<file path="config.mk">
export PLATFORM = sky130hd
export DESIGN_NAME = fmadd_mantissa_addsub_stage
export DESIGN_NICKNAME = d
export VERILOG_FILES = /design/src/rtl/fmadd_mantissa_addsub_stage.sv
export SDC_FILE = /design/constraint.sdc
export NUM_CORES = 1
export LEC_CHECK = 0
export BUFFER_PORTS_ARGS = -buffer_cell sky130_fd_sc_hd__buf_2
export CAP_MARGIN = 20
export CORE_ASPECT_RATIO = 0.5
export CORE_MARGIN = 1
export CORE_UTILIZATION = 59
export CTS_CLUSTER_DIAMETER = 40
export DETAILED_ROUTE_END_ITERATION = 12
export PLACE_DENSITY = 0.89
export SLEW_MARGIN = 40
export SYNTH_ARGS = -nofsm -noshare
export SYNTH_HDL_FRONTEND = slang
export SYNTH_SLANG_ARGS = --single-unit
</file>
<file path="constraint.sdc">
create_clock -name clk -period 6.71 [get_ports clk]
set_input_delay 0.671 -clock clk [delete_from_list [all_inputs] [get_ports clk]]
set_output_delay 0.671 -clock clk [all_outputs]
set_load 0.1 [all_outputs]
</file>
<file path="src/rtl/fmadd_mantissa_addsub_stage.sv">
// FMADD mantissa add/subtract stage: registers the aligned operands, then forms the
// carry-extended sum or magnitude difference with guard/round/sticky carried through.
module fmadd_mantissa_addsub_stage #(
   parameter int man = 22,
   parameter int exp = 7
) (
   input  logic                 clk,
   input  logic                 rst,
   input  logic                 in_flush,
   input  logic                 in_valid,
   output logic                 in_ready,
   input  logic [2*man+3:0]     in_mantissa_a,
   input  logic [2*man+3:0]     in_mantissa_b,
   input  logic [exp+1:0]       in_exp,
   input  logic                 in_sign,
   input  logic                 in_guard,
   input  logic                 in_round,
   input  logic                 in_sticky,
   input  logic                 in_eff_sub,
   input  logic                 in_a_gt_b,
   input  logic                 in_a_eq_b,
   output logic                 out_valid,
   input  logic                 out_ready,
   output logic [2*man+4:0]     out_mantissa,
   output logic                 out_guard,
   output logic                 out_round,
   output logic                 out_sticky,
   output logic [exp+1:0]       out_exp,
   output logic                 out_sign,
   output logic                 out_zero,
   output logic                 out_eff_sub
);
   localparam int MW = 2*man+4;
   localparam int W  = 2*man+7;
   localparam int EW = exp+2;

   logic          s1_valid_q, s1_valid_d;
   logic [MW-1:0] s1_ma_q, s1_ma_d, s1_mb_q, s1_mb_d;
   logic [EW-1:0] s1_exp_q, s1_exp_d;
   logic [2:0]    s1_grs_q, s1_grs_d;
   logic          s1_sign_q, s1_sign_d, s1_eff_sub_q, s1_eff_sub_d;
   logic          s1_a_gt_b_q, s1_a_gt_b_d, s1_a_eq_b_q, s1_a_eq_b_d;

   logic          s2_valid_q, s2_valid_d;
   logic [MW:0]   s2_mant_q, s2_mant_d;
   logic [2:0]    s2_grs_q, s2_grs_d;
   logic [EW-1:0] s2_exp_q, s2_exp_d;
   logic          s2_sign_q, s2_sign_d, s2_zero_q, s2_zero_d, s2_eff_sub_q, s2_eff_sub_d;

   logic          s2_adv, s1_adv, in_fire;
   logic [MW-1:0] large_op, small_op;
   logic [W:0]    ext_l, ext_s, raw;

   // The smaller-magnitude operand is the one that was shifted and owns the GRS bits.
   genvar gi;
   generate
      for (gi = 0; gi < MW; gi++) begin : g_swap
         assign large_op[gi] = s1_a_gt_b_q ? s1_ma_q[gi] : s1_mb_q[gi];
         assign small_op[gi] = s1_a_gt_b_q ? s1_mb_q[gi] : s1_ma_q[gi];
      end
   endgenerate

   assign s2_adv   = ~s2_valid_q | out_ready;
   assign s1_adv   = s1_valid_q & s2_adv;
   assign in_ready = (~s1_valid_q | s2_adv) & ~in_flush;
   assign in_fire  = in_valid & in_ready;

   always_comb begin
      ext_l = {1'b0, large_op, 3'b000};
      ext_s = {1'b0, small_op, s1_grs_q};
      raw   = s1_eff_sub_q ? (ext_l - ext_s) : (ext_l + ext_s);

      s1_valid_d   = s1_valid_q;
      s1_ma_d      = s1_ma_q;
      s1_mb_d      = s1_mb_q;
      s1_exp_d     = s1_exp_q;
      s1_grs_d     = s1_grs_q;
      s1_sign_d    = s1_sign_q;
      s1_eff_sub_d = s1_eff_sub_q;
      s1_a_gt_b_d  = s1_a_gt_b_q;
      s1_a_eq_b_d  = s1_a_eq_b_q;
      s2_valid_d   = s2_valid_q;
      s2_mant_d    = s2_mant_q;
      s2_grs_d     = s2_grs_q;
      s2_exp_d     = s2_exp_q;
      s2_sign_d    = s2_sign_q;
      s2_zero_d    = s2_zero_q;
      s2_eff_sub_d = s2_eff_sub_q;

      if (in_ready)
         s1_valid_d = in_valid;
      if (in_fire) begin
         s1_ma_d      = in_mantissa_a;
         s1_mb_d      = in_mantissa_b;
         s1_exp_d     = in_exp;
         s1_grs_d     = {in_guard, in_round, in_sticky};
         s1_sign_d    = in_sign;
         s1_eff_sub_d = in_eff_sub;
         s1_a_gt_b_d  = in_a_gt_b;
         s1_a_eq_b_d  = in_a_eq_b;
      end

      if (s2_adv)
         s2_valid_d = s1_valid_q;
      if (s1_adv && !in_flush) begin
         s2_exp_d     = s1_exp_q;
         s2_eff_sub_d = s1_eff_sub_q;
         if (s1_a_eq_b_q) begin
            s2_mant_d = '0;
            s2_grs_d  = 3'b000;
            s2_sign_d = 1'b0;
            s2_zero_d = 1'b1;
         end else begin
            s2_mant_d = raw[W:3];
            s2_grs_d  = raw[2:0];
            s2_sign_d = s1_sign_q;
            s2_zero_d = (raw == '0);
         end
      end

      // Flush wins over any transfer in the same cycle; data registers are left alone.
      if (in_flush) begin
         s1_valid_d = 1'b0;
         s2_valid_d = 1'b0;
      end
   end

   always_ff @(posedge clk) begin
      if (rst) begin
         s1_valid_q   <= 1'b0;
         s1_ma_q      <= '0;
         s1_mb_q      <= '0;
         s1_exp_q     <= '0;
         s1_grs_q     <= '0;
         s1_sign_q    <= 1'b0;
         s1_eff_sub_q <= 1'b0;
         s1_a_gt_b_q  <= 1'b0;
         s1_a_eq_b_q  <= 1'b0;
         s2_valid_q   <= 1'b0;
         s2_mant_q    <= '0;
         s2_grs_q     <= '0;
         s2_exp_q     <= '0;
         s2_sign_q    <= 1'b0;
         s2_zero_q    <= 1'b0;
         s2_eff_sub_q <= 1'b0;
      end else begin
         s1_valid_q   <= s1_valid_d;
         s1_ma_q      <= s1_ma_d;
         s1_mb_q      <= s1_mb_d;
         s1_exp_q     <= s1_exp_d;
         s1_grs_q     <= s1_grs_d;
         s1_sign_q    <= s1_sign_d;
         s1_eff_sub_q <= s1_eff_sub_d;
         s1_a_gt_b_q  <= s1_a_gt_b_d;
         s1_a_eq_b_q  <= s1_a_eq_b_d;
         s2_valid_q   <= s2_valid_d;
         s2_mant_q    <= s2_mant_d;
         s2_grs_q     <= s2_grs_d;
         s2_exp_q     <= s2_exp_d;
         s2_sign_q    <= s2_sign_d;
         s2_zero_q    <= s2_zero_d;
         s2_eff_sub_q <= s2_eff_sub_d;
      end
   end

   assign out_valid    = s2_valid_q;
   assign out_mantissa = s2_mant_q;
   assign out_guard    = s2_grs_q[2];
   assign out_round    = s2_grs_q[1];
   assign out_sticky   = s2_grs_q[0];
   assign out_exp      = s2_exp_q;
   assign out_sign     = s2_sign_q;
   assign out_zero     = s2_zero_q;
   assign out_eff_sub  = s2_eff_sub_q;
endmodule

</file>
==> results.py <==
metrics = {
    "critical_path": {
        "worstPathRequired_ns": 7.11,
        "rr_worst_depth": 15,
        "cp_data_arrival_time_ns": 5.99,
        "crit_type": "flip-flop to flip-flop",
        "timing.critical_path.from_type": "flip-flop",
        "setup.worst_path.end_class": "flip-flop",
        "crit_path_max_fanout": 53,
    },
    "cts": {
        "cts.repair_timing.setup_buffer_count": 0,
        "clockRootBuffer": "sky130_fd_sc_hd__clkbuf_16",
        "cts-hold-fix-buffers": 0,
        "cts_num_sinks": 178,
        "cts_buffers": 17,
        "cts_htree_levels": 4,
        "cts_tree": "done",
        "clock_insertion_delay_worst_skew_ns": 0.46,
        "clkTransAtPathRegs_ns": 0.07,
        "max-clock-path-buffers": 2,
        "cts_resized": 0,
    },
    "final_layout": {
        "most_common_library_cell_in_the_layout_ignoring_fill_and_taps": "sky130_fd_sc_hd__nand2_1",
        "finalInstanceArea_mm2": 0.01492,
        "layout.cells.most_common_list": "sky130_fd_sc_hd__nand2_1 (306), sky130_fd_sc_hd__a21oi_1 (250), sky130_fd_sc_hd__buf_2 (181)",
        "finalCoreUtilization": 0.6792,
        "drive_above_1_share": 0.1587,
        "flow.area_growth_from_synthesis_pct": 11.50,
        "antenna_cells_inserted": 0,
        "final_net_count": 2130,
    },
    "synth": {
        "yosys_register_bits": 178,
        "ys.flop_type": "sky130_fd_sc_hd__dfxtp_1",
        "mappedNetlistArea_mm2": 0.01338,
        "synth-async-reset-ratio": 0,
        "synth.yosys.seq_area_share": 0.2663,
        "synthCells": 1825,
        "mappedNetlistNets": 2040,
        "ys_types": 84,
        "edff_count_synth": 0,
        "synth_warn": 0,
        "syn_avg_cell_area_um2": 7.332,
    },
    "global_routing": {
        "grt_antenna_before_repair": 2,
        "gr-total-overflow": 0,
        "grt_start_max_net_pins": 95,
        "grt_usage": 0.3578,
        "first_global_vias": 12578,
        "grt_first_pass_wirelength_um": 66160,
    },
    "hold_path": {
        "worst_hold_depth": 3,
        "hold_crit_path_type": "primary input to flip-flop",
    },
    "sta": {
        "final-setup-viol-count": 0,
        "maxSlewHeadroom": 0.4523,
        "post-route-min-period_ns": 5.594,
        "min_period_over_period": 0.8337,
        "post_route_setup_slack_ns": 1.116,
        "finalHoldViolations": 0,
        "finClkSkew_ns": 0.008241,
        "timing.setup.tns_ns": 0,
        "timing_worst_slew_pin_value_ns": 0.8153,
        "rsz0062_at_grt": "false",
        "timing.final.max_slew_violations": 0,
        "max_freq_mhz": 178.8,
    },
    "placement": {
        "hpwl_um": 32110,
        "place.port_buffers": 182,
        "gp_congestion": 1.025,
        "cell_area_reported_after_detailed_placement_mm2": 0.01431,
        "pre_cts_slack_ns": 1.210,
    },
    "route": {
        "ant_nets": 0,
        "met2WireLength_um": 19230,
        "drt_iter0_drcs": 1709,
        "highest_layer": "met5",
        "vias_per_cell": 6.307,
        "dr_wl_met3_um": 3682,
        "num_vias": 14051,
        "drcViolationCount": 0,
        "routed_wirelength_um": 43080,
        "drt_pass1_iterations": 7,
        "routed_met1_length_um": 19090,
        "avgRoutedWirePerCell_um": 19.34,
    },
    "floorplan": {
        "initial_core_util": 0.6091,
        "die_w_um": 215.0,
        "design.portCount": 183,
        "std_cell_rows": 38,
        "core_area_mm2": 0.02197,
        "total_die_area_mm2": 0.02332,
        "die_h_um": 108.5,
    },
    "run": {
        "max_cap_violations": 0,
    },
    "power_and_ir_drop": {
        "power-per-cell-area_mw_per_mm2": 202.6,
        "power.ir.vdd_worst_mv": 0.1373,
        "design_power_total_mw": 3.022,
        "p_leak_nw": 6.640,
    },
    "run_status": {
        "run_status": "completed",
    },
}
==> per-layer routing <==
metal,up-vias,track usage
met3,104,0.09311
met1,6629,0.4750
met2,651,0.5721
met5,-,0
li1,6663,-
met4,4,0.1069
==> area by class of cell <==
type | count | area (µm²)
multi-input combinational | 1422 | 8984
tap | 300 | 375.4
timing repair buffer | 194 | 1020
fill | 1914 | 7047
clock inverter | 15 | 163.9
inverter | 102 | 382.9
clock buffer | 17 | 425.4
sequential | 178 | 3568
==> registers in the layout, indices dropped and copies added, names as in the netlist, 3 cells and up <==
register,cells
out_exp,9
out_mantissa,49
s1_exp_q,9
s1_grs_q,3
s1_ma_q,48
s1_mb_q,48
s2_grs_q,3
==> path summary, 6_finish.rpt <==
path              slack [ns]                       end                      from
hold reg to reg         0.45   out_exp[5]$_SDFFE_PP0P_   out_exp[5]$_SDFFE_PP0P_
setup / recovery        1.12     out_zero$_SDFFE_PP0P_  s1_a_gt_b_q$_SDFFE_PP0P_
hold / removal          0.44  s1_mb_q[21]$_SDFFE_PP0P_         in_mantissa_b[21]
setup reg to reg        1.12     out_zero$_SDFFE_PP0P_  s1_a_gt_b_q$_SDFFE_PP0P_
==> cell usage after synthesis (12+ instances only) <==
cell type / count / area, µm²
sky130_fd_sc_hd__nand2_1: 307 / 1152
sky130_fd_sc_hd__a21oi_1: 250 / 1251
sky130_fd_sc_hd__dfxtp_1: 178 / 3563
sky130_fd_sc_hd__nor2_1: 138 / 518.0
sky130_fd_sc_hd__clkbuf_1: 101 / 379.1
sky130_fd_sc_hd__inv_1: 101 / 379.1
sky130_fd_sc_hd__ha_1: 97 / 1214
sky130_fd_sc_hd__o21ai_0: 62 / 310.3
sky130_fd_sc_hd__mux2i_1: 52 / 520.5
sky130_fd_sc_hd__a22oi_1: 48 / 360.4
sky130_fd_sc_hd__mux2_2: 46 / 518.0
sky130_fd_sc_hd__xnor2_1: 39 / 341.6
sky130_fd_sc_hd__o31ai_1: 37 / 277.8
sky130_fd_sc_hd__nor3_1: 35 / 175.2
sky130_fd_sc_hd__nand3_1: 22 / 110.1
sky130_fd_sc_hd__nand4_1: 18 / 112.6
sky130_fd_sc_hd__nor2b_1: 18 / 112.6
sky130_fd_sc_hd__nor4_1: 18 / 112.6
sky130_fd_sc_hd__o211ai_1: 18 / 135.1
sky130_fd_sc_hd__a31oi_1: 17 / 106.4
sky130_fd_sc_hd__buf_1: 13 / 48.80
sky130_fd_sc_hd__or4_1: 13 / 97.59
sky130_fd_sc_hd__a21o_1: 12 / 90.09
sky130_fd_sc_hd__o21bai_1: 12 / 90.09
==> power breakdown <==
part / internal, mW / switching [mW] / total [mW]
clock network: 0.529 / 0.496 / 1.02
registers: 1.09 / 0.0364 / 1.13
logic: 0.293 / 0.578 / 0.871
==> through the flow <==
| stage | std cells | hold WS, ns |
|---|---|---|
| final | 2228 | 0.4389 |
| after global routing | 2228 | 0.4357 |
| after CTS | 2227 | 0.4267 |
| after detailed placement | 2195 | 0.4452 |
| after global placement | 2195 | 0.4381 |
| after floorplan | 1825 | 0.4322 |
==> worst max-delay path: stages (launching register included) <==
cell,delay [ns]
sky130_fd_sc_hd__dfxtp_4,0.84
sky130_fd_sc_hd__buf_4,0.65
sky130_fd_sc_hd__mux2_2,0.42
sky130_fd_sc_hd__ha_1,0.54
sky130_fd_sc_hd__a21oi_1,0.17
sky130_fd_sc_hd__o211ai_1,0.28
sky130_fd_sc_hd__or4b_1,0.53
sky130_fd_sc_hd__a2111oi_0,0.38
sky130_fd_sc_hd__a211oi_1,0.20
sky130_fd_sc_hd__a211oi_1,0.32
sky130_fd_sc_hd__nor2_1,0.08
sky130_fd_sc_hd__a221oi_1,0.34
sky130_fd_sc_hd__xnor2_1,0.16
sky130_fd_sc_hd__nor4_1,0.31
sky130_fd_sc_hd__nand4_1,0.13
sky130_fd_sc_hd__o21ai_1,0.15
==> kinds of logic after synthesis <==
kind of cell | after synthesis | share of synthesized area
flip-flops | 178 | 0.2663
XOR/XNOR | 46 | 0.03011
AO/OA/AOI/OAI | 553 | 0.2583
AND/OR/NAND/NOR | 627 | 0.2109
adder cells (fa/ha/maj) | 98 | 0.09220
multiplexers | 98 | 0.07761
buffers and inverters | 225 | 0.06461
Power figures use the tool's default switching activity.
